===== src/rtl/vec_ctrl_pkg.sv =====
`default_nettype none
// ============================================================================
// Module      : vec_ctrl_pkg
// Description : Opcode classes, EX control word and decode function for the
//               vector alpha-compositing ASIP pipeline controller.
// Revision    : 1.0
// ============================================================================
package vec_ctrl_pkg;

   localparam logic [1:0] OP_JMP = 2'b00;
   localparam logic [1:0] OP_MEM = 2'b01;
   localparam logic [1:0] OP_ALU = 2'b10;
   localparam logic [1:0] OP_LD  = 2'b11;

   typedef struct packed {
      logic       wmem;
      logic       rmem;
      logic       wreg;
      logic       cond_en;
      logic [1:0] jmp_f;
      logic [2:0] alu_ins;
      logic [1:0] ext_sel;
      logic [1:0] rmux_sel;
   } ctrl_word_t;

   localparam ctrl_word_t CTRL_NOP = '0;

   function automatic ctrl_word_t decode_ctrl(input logic [1:0] op, input logic [1:0] inst);
      ctrl_word_t w;
      logic       is_ldi;
      w      = CTRL_NOP;
      // op==11/inst==00 loads an immediate through the ALU path
      is_ldi = (op == OP_LD) && (inst == 2'b00);

      w.wmem     = (op == OP_MEM) && (inst == 2'b00);
      w.rmem     = (op == OP_LD) && (inst == 2'b01);
      w.wreg     = op[1];
      w.jmp_f[0] = (op == OP_JMP) && !inst[1];
      w.jmp_f[1] = (op == OP_JMP) && (inst == 2'b01);
      w.cond_en  = (op == OP_MEM) && (inst != 2'b00);

      if (op == OP_ALU) begin
         w.alu_ins = {1'b0, inst};
      end else if (is_ldi) begin
         w.alu_ins = 3'b100;
      end

      if (op == OP_JMP) begin
         w.ext_sel = 2'b11;
      end else if (is_ldi) begin
         w.ext_sel = 2'b10;
      end else if (w.rmem || (op == OP_MEM)) begin
         w.ext_sel = 2'b01;
      end

      if (w.rmem) begin
         w.rmux_sel = 2'b01;
      end else if (is_ldi) begin
         w.rmux_sel = 2'b10;
      end

      return w;
   endfunction

endpackage
`default_nettype wire


===== src/rtl/vec_beat_seq.sv =====
`default_nettype none
// ============================================================================
// Module      : vec_beat_seq
// Description : IDLE/BEAT sequencer stepping a vector op across BEATS lane
//               groups; flags busy and the final beat.
// Revision    : 1.0
// ============================================================================
module vec_beat_seq #(
   parameter  int BEATS = 4,
   localparam int BW    = (BEATS > 1) ? $clog2(BEATS) : 1
) (
   input  logic          clk,
   input  logic          rst_n,
   input  logic          start,
   output logic          busy,
   output logic          last_beat,
   output logic [BW-1:0] beat_idx
);

   generate
      if (BEATS > 1) begin : g_multi
         localparam logic [0:0]    S_IDLE = 1'b0;
         localparam logic [0:0]    S_BEAT = 1'b1;
         localparam logic [BW-1:0] C_LAST = BW'(BEATS - 1);

         logic [0:0]    r_state;
         logic [0:0]    w_next;
         logic [BW-1:0] r_cnt;

         always_ff @(posedge clk or negedge rst_n) begin
            if (!rst_n) begin
               r_state <= S_IDLE;
            end else begin
               r_state <= w_next;
            end
         end

         // A fresh vector op accepted on the last beat restarts the sequence
         always_comb begin
            w_next = r_state;
            case (r_state)
               S_IDLE:  if (start) w_next = S_BEAT;
               S_BEAT:  if ((r_cnt == C_LAST) && !start) w_next = S_IDLE;
               default: w_next = S_IDLE;
            endcase
         end

         always_comb begin
            busy      = 1'b0;
            last_beat = 1'b0;
            case (r_state)
               S_BEAT: begin
                  busy      = 1'b1;
                  last_beat = (r_cnt == C_LAST);
               end
               default: begin
                  busy      = 1'b0;
                  last_beat = 1'b0;
               end
            endcase
         end

         always_ff @(posedge clk or negedge rst_n) begin
            if (!rst_n) begin
               r_cnt <= '0;
            end else if (busy && !last_beat) begin
               r_cnt <= r_cnt + 1'b1;
            end else begin
               r_cnt <= '0;
            end
         end

         assign beat_idx = r_cnt;
      end else begin : g_single
         logic w_unused_single;
         assign w_unused_single = &{1'b0, clk, rst_n, start};
         assign busy            = 1'b0;
         assign last_beat       = 1'b0;
         assign beat_idx        = '0;
      end
   endgenerate

endmodule
`default_nettype wire


===== src/rtl/vec_pipe_ctrl.sv =====
`default_nettype none
// ============================================================================
// Module      : vec_pipe_ctrl
// Description : Registered decode/control for the vector ASIP with load-use
//               stall, jump flush and multi-beat vector ALU sequencing.
// Revision    : 1.0
// ============================================================================
module vec_pipe_ctrl
   import vec_ctrl_pkg::*;
#(
   parameter  int VLEN   = 16,
   parameter  int LANES  = 4,
   parameter  int REG_AW = 4,
   localparam int BEATS  = VLEN / LANES,
   localparam int BW     = (BEATS > 1) ? $clog2(BEATS) : 1
) (
   input  logic              clk,
   input  logic              rst_n,
   input  logic              instr_valid,
   input  logic [1:0]        op,
   input  logic [1:0]        inst,
   input  logic [REG_AW-1:0] rd,
   input  logic [REG_AW-1:0] rs1,
   input  logic [REG_AW-1:0] rs2,
   input  logic              flag_v,
   output logic              stall_o,
   output logic              flush_o,
   output logic              ctrl_valid,
   output logic              wmem,
   output logic              rmem,
   output logic              wreg,
   output logic              cond_en,
   output logic [1:0]        jmp_f,
   output logic [2:0]        alu_ins,
   output logic [1:0]        ext_sel,
   output logic [1:0]        rmux_sel,
   output logic [REG_AW-1:0] rd_q,
   output logic [BW-1:0]     beat_idx
);

   ctrl_word_t        r_ctrl;
   ctrl_word_t        w_dec;
   logic              r_valid;
   logic [REG_AW-1:0] r_rd;

   logic w_taken;
   logic w_hazard;
   logic w_beat_stall;
   logic w_accept;
   logic w_start;
   logic w_busy;
   logic w_last;

   assign w_dec = decode_ctrl(op, inst);

   assign w_taken = r_valid && r_ctrl.jmp_f[0] && (!r_ctrl.jmp_f[1] || flag_v);

   assign w_hazard = r_valid && r_ctrl.rmem && (r_rd != '0) && instr_valid
                     && ((r_rd == rs1) || (r_rd == rs2));

   assign w_beat_stall = w_busy && !w_last;

   // Flush wins over any stall; beat sequencing outranks the load-use hazard
   assign flush_o  = w_taken;
   assign stall_o  = !w_taken && (w_beat_stall || w_hazard);
   assign w_accept = instr_valid && !stall_o && !flush_o;
   assign w_start  = w_accept && (op == OP_ALU);

   vec_beat_seq #(
      .BEATS (BEATS)
   ) u_beat_seq (
      .clk       (clk),
      .rst_n     (rst_n),
      .start     (w_start),
      .busy      (w_busy),
      .last_beat (w_last),
      .beat_idx  (beat_idx)
   );

   // Non-strobe fields keep their last value through bubbles
   always_ff @(posedge clk or negedge rst_n) begin
      if (!rst_n) begin
         r_ctrl  <= CTRL_NOP;
         r_valid <= 1'b0;
         r_rd    <= '0;
      end else if (w_accept) begin
         r_ctrl  <= w_dec;
         r_valid <= 1'b1;
         r_rd    <= rd;
      end else if (w_beat_stall) begin
         r_valid <= 1'b1;
      end else begin
         r_valid         <= 1'b0;
         r_ctrl.wmem     <= 1'b0;
         r_ctrl.rmem     <= 1'b0;
         r_ctrl.wreg     <= 1'b0;
         r_ctrl.cond_en  <= 1'b0;
         r_ctrl.jmp_f    <= 2'b00;
      end
   end

   assign ctrl_valid = r_valid;
   assign wmem       = r_ctrl.wmem;
   assign rmem       = r_ctrl.rmem;
   assign wreg       = r_ctrl.wreg;
   assign cond_en    = r_ctrl.cond_en;
   assign jmp_f      = r_ctrl.jmp_f;
   assign alu_ins    = r_ctrl.alu_ins;
   assign ext_sel    = r_ctrl.ext_sel;
   assign rmux_sel   = r_ctrl.rmux_sel;
   assign rd_q       = r_rd;

endmodule
`default_nettype wire


===== config.mk =====
export PLATFORM = sky130hd
export DESIGN_NAME = vec_pipe_ctrl
export DESIGN_NICKNAME = d
export VERILOG_FILES = /design/src/rtl/vec_ctrl_pkg.sv /design/src/rtl/vec_beat_seq.sv /design/src/rtl/vec_pipe_ctrl.sv
export SDC_FILE = /design/constraint.sdc
export NUM_CORES = 1
export LEC_CHECK = 0
export BUFFER_PORTS_ARGS = -buffer_cell sky130_fd_sc_hd__buf_4
export CAP_MARGIN = 15
export CELL_PAD_IN_SITES_DETAIL_PLACEMENT = 1
export CELL_PAD_IN_SITES_GLOBAL_PLACEMENT = 1
export CORE_ASPECT_RATIO = 1.5
export CORE_MARGIN = 3
export CORE_UTILIZATION = 36
export DETAILED_ROUTE_END_ITERATION = 8
export PLACE_DENSITY = 0.75
export SKIP_CTS_REPAIR_TIMING = 1
export SLEW_MARGIN = 20
export SYNTH_ARGS = -nofsm -noshare
export SYNTH_HDL_FRONTEND = slang
export SYNTH_SLANG_ARGS = --single-unit

===== constraint.sdc =====
create_clock -name clk -period 2 [get_ports clk]
set_input_delay 0.4 -clock clk [delete_from_list [all_inputs] [get_ports clk]]
set_output_delay 0.4 -clock clk [all_outputs]
set_load 0.05 [all_outputs]

**Word level (Yosys, flattened, before mapping)**

Cells that the tools add are included.
W data, S select, Z words.

- Register bits: 21
- Bits in latches: 0
- RAM bits: 0
- ROM bits: 0
- Input bits: 20
- Output and inout port bits: 22
- Logic and storage cells: 71
- Memories kept: 0

- $add $sub $neg: 1
- $mul: 0
- Div/mod/pow operators: 0
- Magnitude comparators: 0
- Equal/unequal tests: 8
- Shift operators: 0
- Muxes and demuxes: 17
- Bitwise logic cells: 1
- Reductions and logical operators: 32

Operators by type and width:

| kind | count |
|---|---|
| $logic_and A1 B1 Y1 | 18 |
| $mux W6 | 2 |
| $mux W2 | 5 |
| $eq A4 B4 Y1 | 2 |
| $mux W1 | 7 |
| $eq A2 B2 Y1 const B | 3 |
| $logic_not A1 Y1 | 6 |
| $mux W3 | 2 |
| $eq A2 B1 Y1 const B | 2 |
| $logic_not A2 Y1 | 2 |
| $logic_or A1 B1 Y1 | 4 |
| $reduce_bool A4 Y1 | 1 |
| $add A2 B1 Y2 const B | 1 |
| $ne A2 B1 Y1 const B | 1 |
| $pmux W1 S2 | 1 |
| $reduce_bool A2 Y1 | 1 |
| $not A1 Y1 | 1 |

**Longest topological paths before layout**

- Word-level depth: 14
- Mapped depth: 6
- Mapped depth without buffers: 5

**Cells and area by module**

A second synthesis with hierarchy kept.

- Cell total of the unflattened synthesis: 89
- Area total of the unflattened synthesis: 1064.8 um^2

By module, submodules not included:

| module | instances | cells each | area each (um^2) | seq. area each (um^2) |
|---|---|---|---|---|
| vec_pipe_ctrl | 1 | 79 | 934.6 | 450.4 |
| vec_beat_seq | 1 | 10 | 130.1 | 75.1 |

**Least setup slack after synthesis**

OpenSTA, ideal clock, no wires.

- Kind: reg2reg
- Start point: reg r_valid (netlist: ctrl_valid)
- End point: reg r_ctrl, in the netlist alu_ins[0]
- Library setup time: 125 ps
- Arrival time: 2325 ps
- Required time: 1875 ps
- Setup slack: -450 ps
- Cell stages (with the launch flop): 7
- Path buffers: 1
- Period minus slack after synthesis: 2450 ps
- Path through: dfrtp_1 -> nand2_1 -> a21oi_1 -> nand2b_1 -> nor3b_4 -> buf_6 -> mux2_4

- Elaborated cells on any way between the ends: 12
- Those cells by class: reduce/logical (12)

RTL lines:

| element | line | RTL |
|---|---|---|
| start, declared | vec_pipe_ctrl.sv:43 | `logic r_valid;` |
| start signal, assigned | vec_pipe_ctrl.sv:84 | `r_valid <= 1'b0;` |
| start signal, assigned | vec_pipe_ctrl.sv:88 | `r_valid <= 1'b1;` |
| start signal, assigned | vec_pipe_ctrl.sv:91 | `r_valid <= 1'b1;` |
| $logic_and A1 B1 Y1 * (2 in series) | vec_pipe_ctrl.sv:56 | `assign w_taken = r_valid && r_ctrl.jmp_f[0] && (!r_ctrl.jmp_f[1] \|\| flag_v);` |
| via flush_o | vec_pipe_ctrl.sv:27 | `output logic flush_o,` |
| $logic_not A1 Y1 * | vec_pipe_ctrl.sv:65, vec_pipe_ctrl.sv:66 |  |
| $logic_and A1 B1 Y1 | vec_pipe_ctrl.sv:65 | `assign stall_o = !w_taken && (w_beat_stall \|\| w_hazard);` |
| $logic_not A1 Y1 | vec_pipe_ctrl.sv:66 | `assign w_accept = instr_valid && !stall_o && !flush_o;` |
| $logic_and A1 B1 Y1 | vec_pipe_ctrl.sv:66 |  |
| $logic_and A1 B1 Y1 * | vec_pipe_ctrl.sv:66 |  |
| end signal, assigned | vec_pipe_ctrl.sv:87 | `r_ctrl <= w_dec;` |
| end, declared | vec_pipe_ctrl.sv:41 | `ctrl_word_t r_ctrl;` |

Mark *: on every way through the listed nets, which the timed path passes. The rest lies on a longest branch.
A chain may end at the register's enable or synchronous reset.

**Worst setup path after layout**

- Start point: reg r_rd[1] (netlist: rd_q[1])
- End point: out stall_o

- Word-level cells in the longest chain between the ends: 6
- Elaborated cells on any way between the ends: 9
- Those cells by class: eq/ne (2); reduce/logical (7)

RTL lines:

| element | line | RTL |
|---|---|---|
| start, declared | vec_pipe_ctrl.sv:44 | `logic [REG_AW-1:0] r_rd;` |
| start signal, assigned | vec_pipe_ctrl.sv:89 | `r_rd <= rd;` |
| $reduce_bool A4 Y1 | vec_pipe_ctrl.sv:58 | `assign w_hazard = r_valid && r_ctrl.rmem && (r_rd != '0) && instr_valid` |
| $logic_and A1 B1 Y1 (2 in series) | vec_pipe_ctrl.sv:58 |  |
| $logic_and A1 B1 Y1 * | vec_pipe_ctrl.sv:59 | `&& ((r_rd == rs1) \|\| (r_rd == rs2));` |
| $logic_or A1 B1 Y1 * | vec_pipe_ctrl.sv:65 |  |
| $logic_and A1 B1 Y1 * | vec_pipe_ctrl.sv:65 |  |
| end, declared | vec_pipe_ctrl.sv:26 | `output logic stall_o,` |

Mark *: on every way between the ends. The rest lies on a longest branch, timed or not.

==> results.yml <==
cts:
  cts-root-buf: "clkbuf_8"
  insertion_delay_ns: 0.25
  cts_tree: "built"
  clkTransAtPathRegs_ns: 0.07
  cts.sinks: 21
  cts_buffers: 3
  cts.path.max_buffers: 2
  ctsHtreeMaxLevel: 1
worst_hold_path:
  hold_class: "in2async"
synth:
  async_flop_share_pct: 100
  ys_top_cells_by_area: "dfrtp_1 50%, mux2_4 13%, xor2_1 6.7%"
  syn_avg_cell_area_sq_um: 12.1
  ys_warn_count: 0
  yosys.area.top_type: "dfrtp_1"
  yosysTopAreaCellShare_pct: 50.4
  synthCells: 86
  ys_ff_latch: 21
  synthesis.nets: 107
  yosysMostFrequentCell: "dfrtp_1"
  synth_cell_types: 26
  synth_ff_type: "dfrtp_1"
  seq_area_frac_synth_pct: 50.4
  syn-cell-area_sq_mm: 0.00104
  synth_edf_count: 0
  yosys-top-cells-count: "21 x dfrtp_1, 9 x mux2_4, 8 x xor2_1"
sta:
  slew_violations: 0
  rsz0062_at_grt: "true"
  period_share_pct: 101
  hold_ws_ns: 0.0115
  fin_ws_ns: -0.0224
  clock_skew_ns: 0.00174
  hold_viol: 0
  relSlewSlack_pct: 82.0
  fin_crit_ns: 2.02
  setup_viol: 1
  fmax_mhz: 494
  setup_tns_ns: -0.0224
  worst_slew_pin_slew_ns: 0.268
finish:
  fillCellCount: 300
  antennaDiodeCount: 0
  drive_above_1_share_pct: 53.7
  nets: 158
  regArea_sq_um: 533
  final_cells: 173
  areaGrowthSynthToFinish_pct: 48.1
  multi_input_area_sq_um: 537
global_routing:
  grt_overflow: 0
  grt_pass1_vias: 906
  use_met2_pct: 29.9
  grt_usage_pct: 16.5
  use_met1_pct: 19.8
  antenna_found_initial: 0
  grt_use_met3_pct: 3.08
  busiest_layer: "met2"
  grt_pass1_wl_mm: 4.62
  grt_max_degree: 22
floorplan:
  die_area_sq_mm: 0.00359
  fp-row-count: 23
  core_sq_mm: 0.00273
  die_x_microns: 49.9
  die_h_microns: 71.9
  initial_utilization_pct: 38.1
  io_pins: 42
routing:
  dr.pass1.iters: 4
  vias_per_cell: 5.08
  wirelength_mm: 2.80
  drc: 0
  drtIter0Drc: 5
  wl_per_cell_microns: 16.2
  drtAntennaViolNets: 0
  vias: 878
power:
  power.total_uw: 2490
  leakagePower_uw: 0.000761
  ir_drop_mv: 0.873
  power.density_mw_per_mm2: 1610
run_status:
  status: "finished, violations left"
  violations: "setup timing"
worst_setup_path:
  criticalPathCategory: "reg2out"
  end_kind: "output port"
  setup.worst_path.start_class: "flip-flop"
  crit_start: "rd_q[1]$_DFFE_PN0P_"
  reg2reg_depth: 8
  required_ns: 1.60
  cp.arrival_ns: 1.62
  r2r_start: "rd_q[2]$_DFFE_PN0P_"
  critical_path.max_fanout: 5
job:
  cap_violations: 0
placed_design:
  hpwlAfterDp_mm: 2.21
  port_buffers: 41
  dpl.cell_count: 165
  finalWeightedCongestion: 0.708
==> state kept, by name, indices dropped and copies added, names as in the netlist <==
signal,count
rd_q,4
cond_en,1
ctrl_valid,1
wreg,1
wmem,1
ext_sel,2
u_beat_seq.g_multi.r_state,1
rmem,1
rmux_sel,2
alu_ins,3
u_beat_seq.beat_idx,2
jmp_f,2
==> worst max-delay path, stage by stage, from the launching register on <==
cell and delay [ns]:
dfrtp_2 0.45, xor2_1 0.18, nor4_2 0.32, o21ai_2 0.11, a21oi_4 0.13, buf_6 0.17
==> routing by layer <==
layer / wire length, microns / part of all wire [%]
met1: 1090 / 39
met2: 1540 / 55
met3: 143 / 5.1
met4: 19 / 0.68
met5: 0 / 0
==> path summary, 6_finish.rpt <==
kind,end,slack [ns]
min in group clk,rd_q[0]$_DFFE_PN0P_,0.36
worst max register to register,alu_ins[0]$_DFFE_PN0P_,0.03
worst max-delay path,stall_o,-0.02
max in group asynchronous,rd_q[3]$_DFFE_PN0P_,1.75
worst min-delay path,u_beat_seq.beat_idx[0]$_DFF_PN0_,0.01
worst min register to register,u_beat_seq.beat_idx[0]$_DFF_PN0_,0.47
==> layout make-up <==
cell class                 count  share of cell area (%)
multi-input combinational     60                    34.8
sequential                    21                    34.5
timing repair buffer          48                    24.1
tap                           37                    3.00
clock buffer                   4                    2.92
inverter                       3                   0.729
==> kinds of logic (layout without fill, tap and decap cells) <==
kind of cell,Yosys count,count (layout),share of synthesized area [%]
compound gates,11,11,8.16
simple gates,29,29,15.8
fa+ha+maj,1,1,1.20
xor+xnor,8,8,6.72
buf+inv,5,55,2.52
flops,21,21,50.4
mux,11,11,15.1
==> cells in the final DEF (no fill, tap or decap), types with 2 or more instances in the layout <==
cell type,count
a21oi_4,2
a22o_1,5
and2b_1,2
and3_1,2
buf_4,45
buf_6,3
clkbuf_8,3
dfrtp_1,15
dfrtp_2,6
inv_1,3
mux2_1,2
mux2_4,9
nand2_1,4
nand2b_1,2
nor2_1,7
nor3_1,3
nor4_1,2
nor4_2,2
xor2_1,7
==> per-stage QoR <==
step,util (%),area (sq um),worst slack [ns]
2_1_floorplan,-,1070,0.00869
3_3_place_gp,52.4,1430,0.0608
3_5_place_dp,52.4,1430,0.0138
4_1_cts,54.1,1480,-0.194
5_1_grt,56.5,1540,-0.100
6_report,56.5,1540,-0.0224
==> report_power, final <==
| part | leakage [uW] | total (uW) | switching (uW) | internal (uW) |
|---|---|---|---|---|
| clock network | 0.0000228 | 275 | 133 | 142 |
| logic | 0.000477 | 1500 | 918 | 578 |
| registers | 0.000261 | 722 | 136 | 585 |
Note: power is estimated with default switching activity, not from simulation.
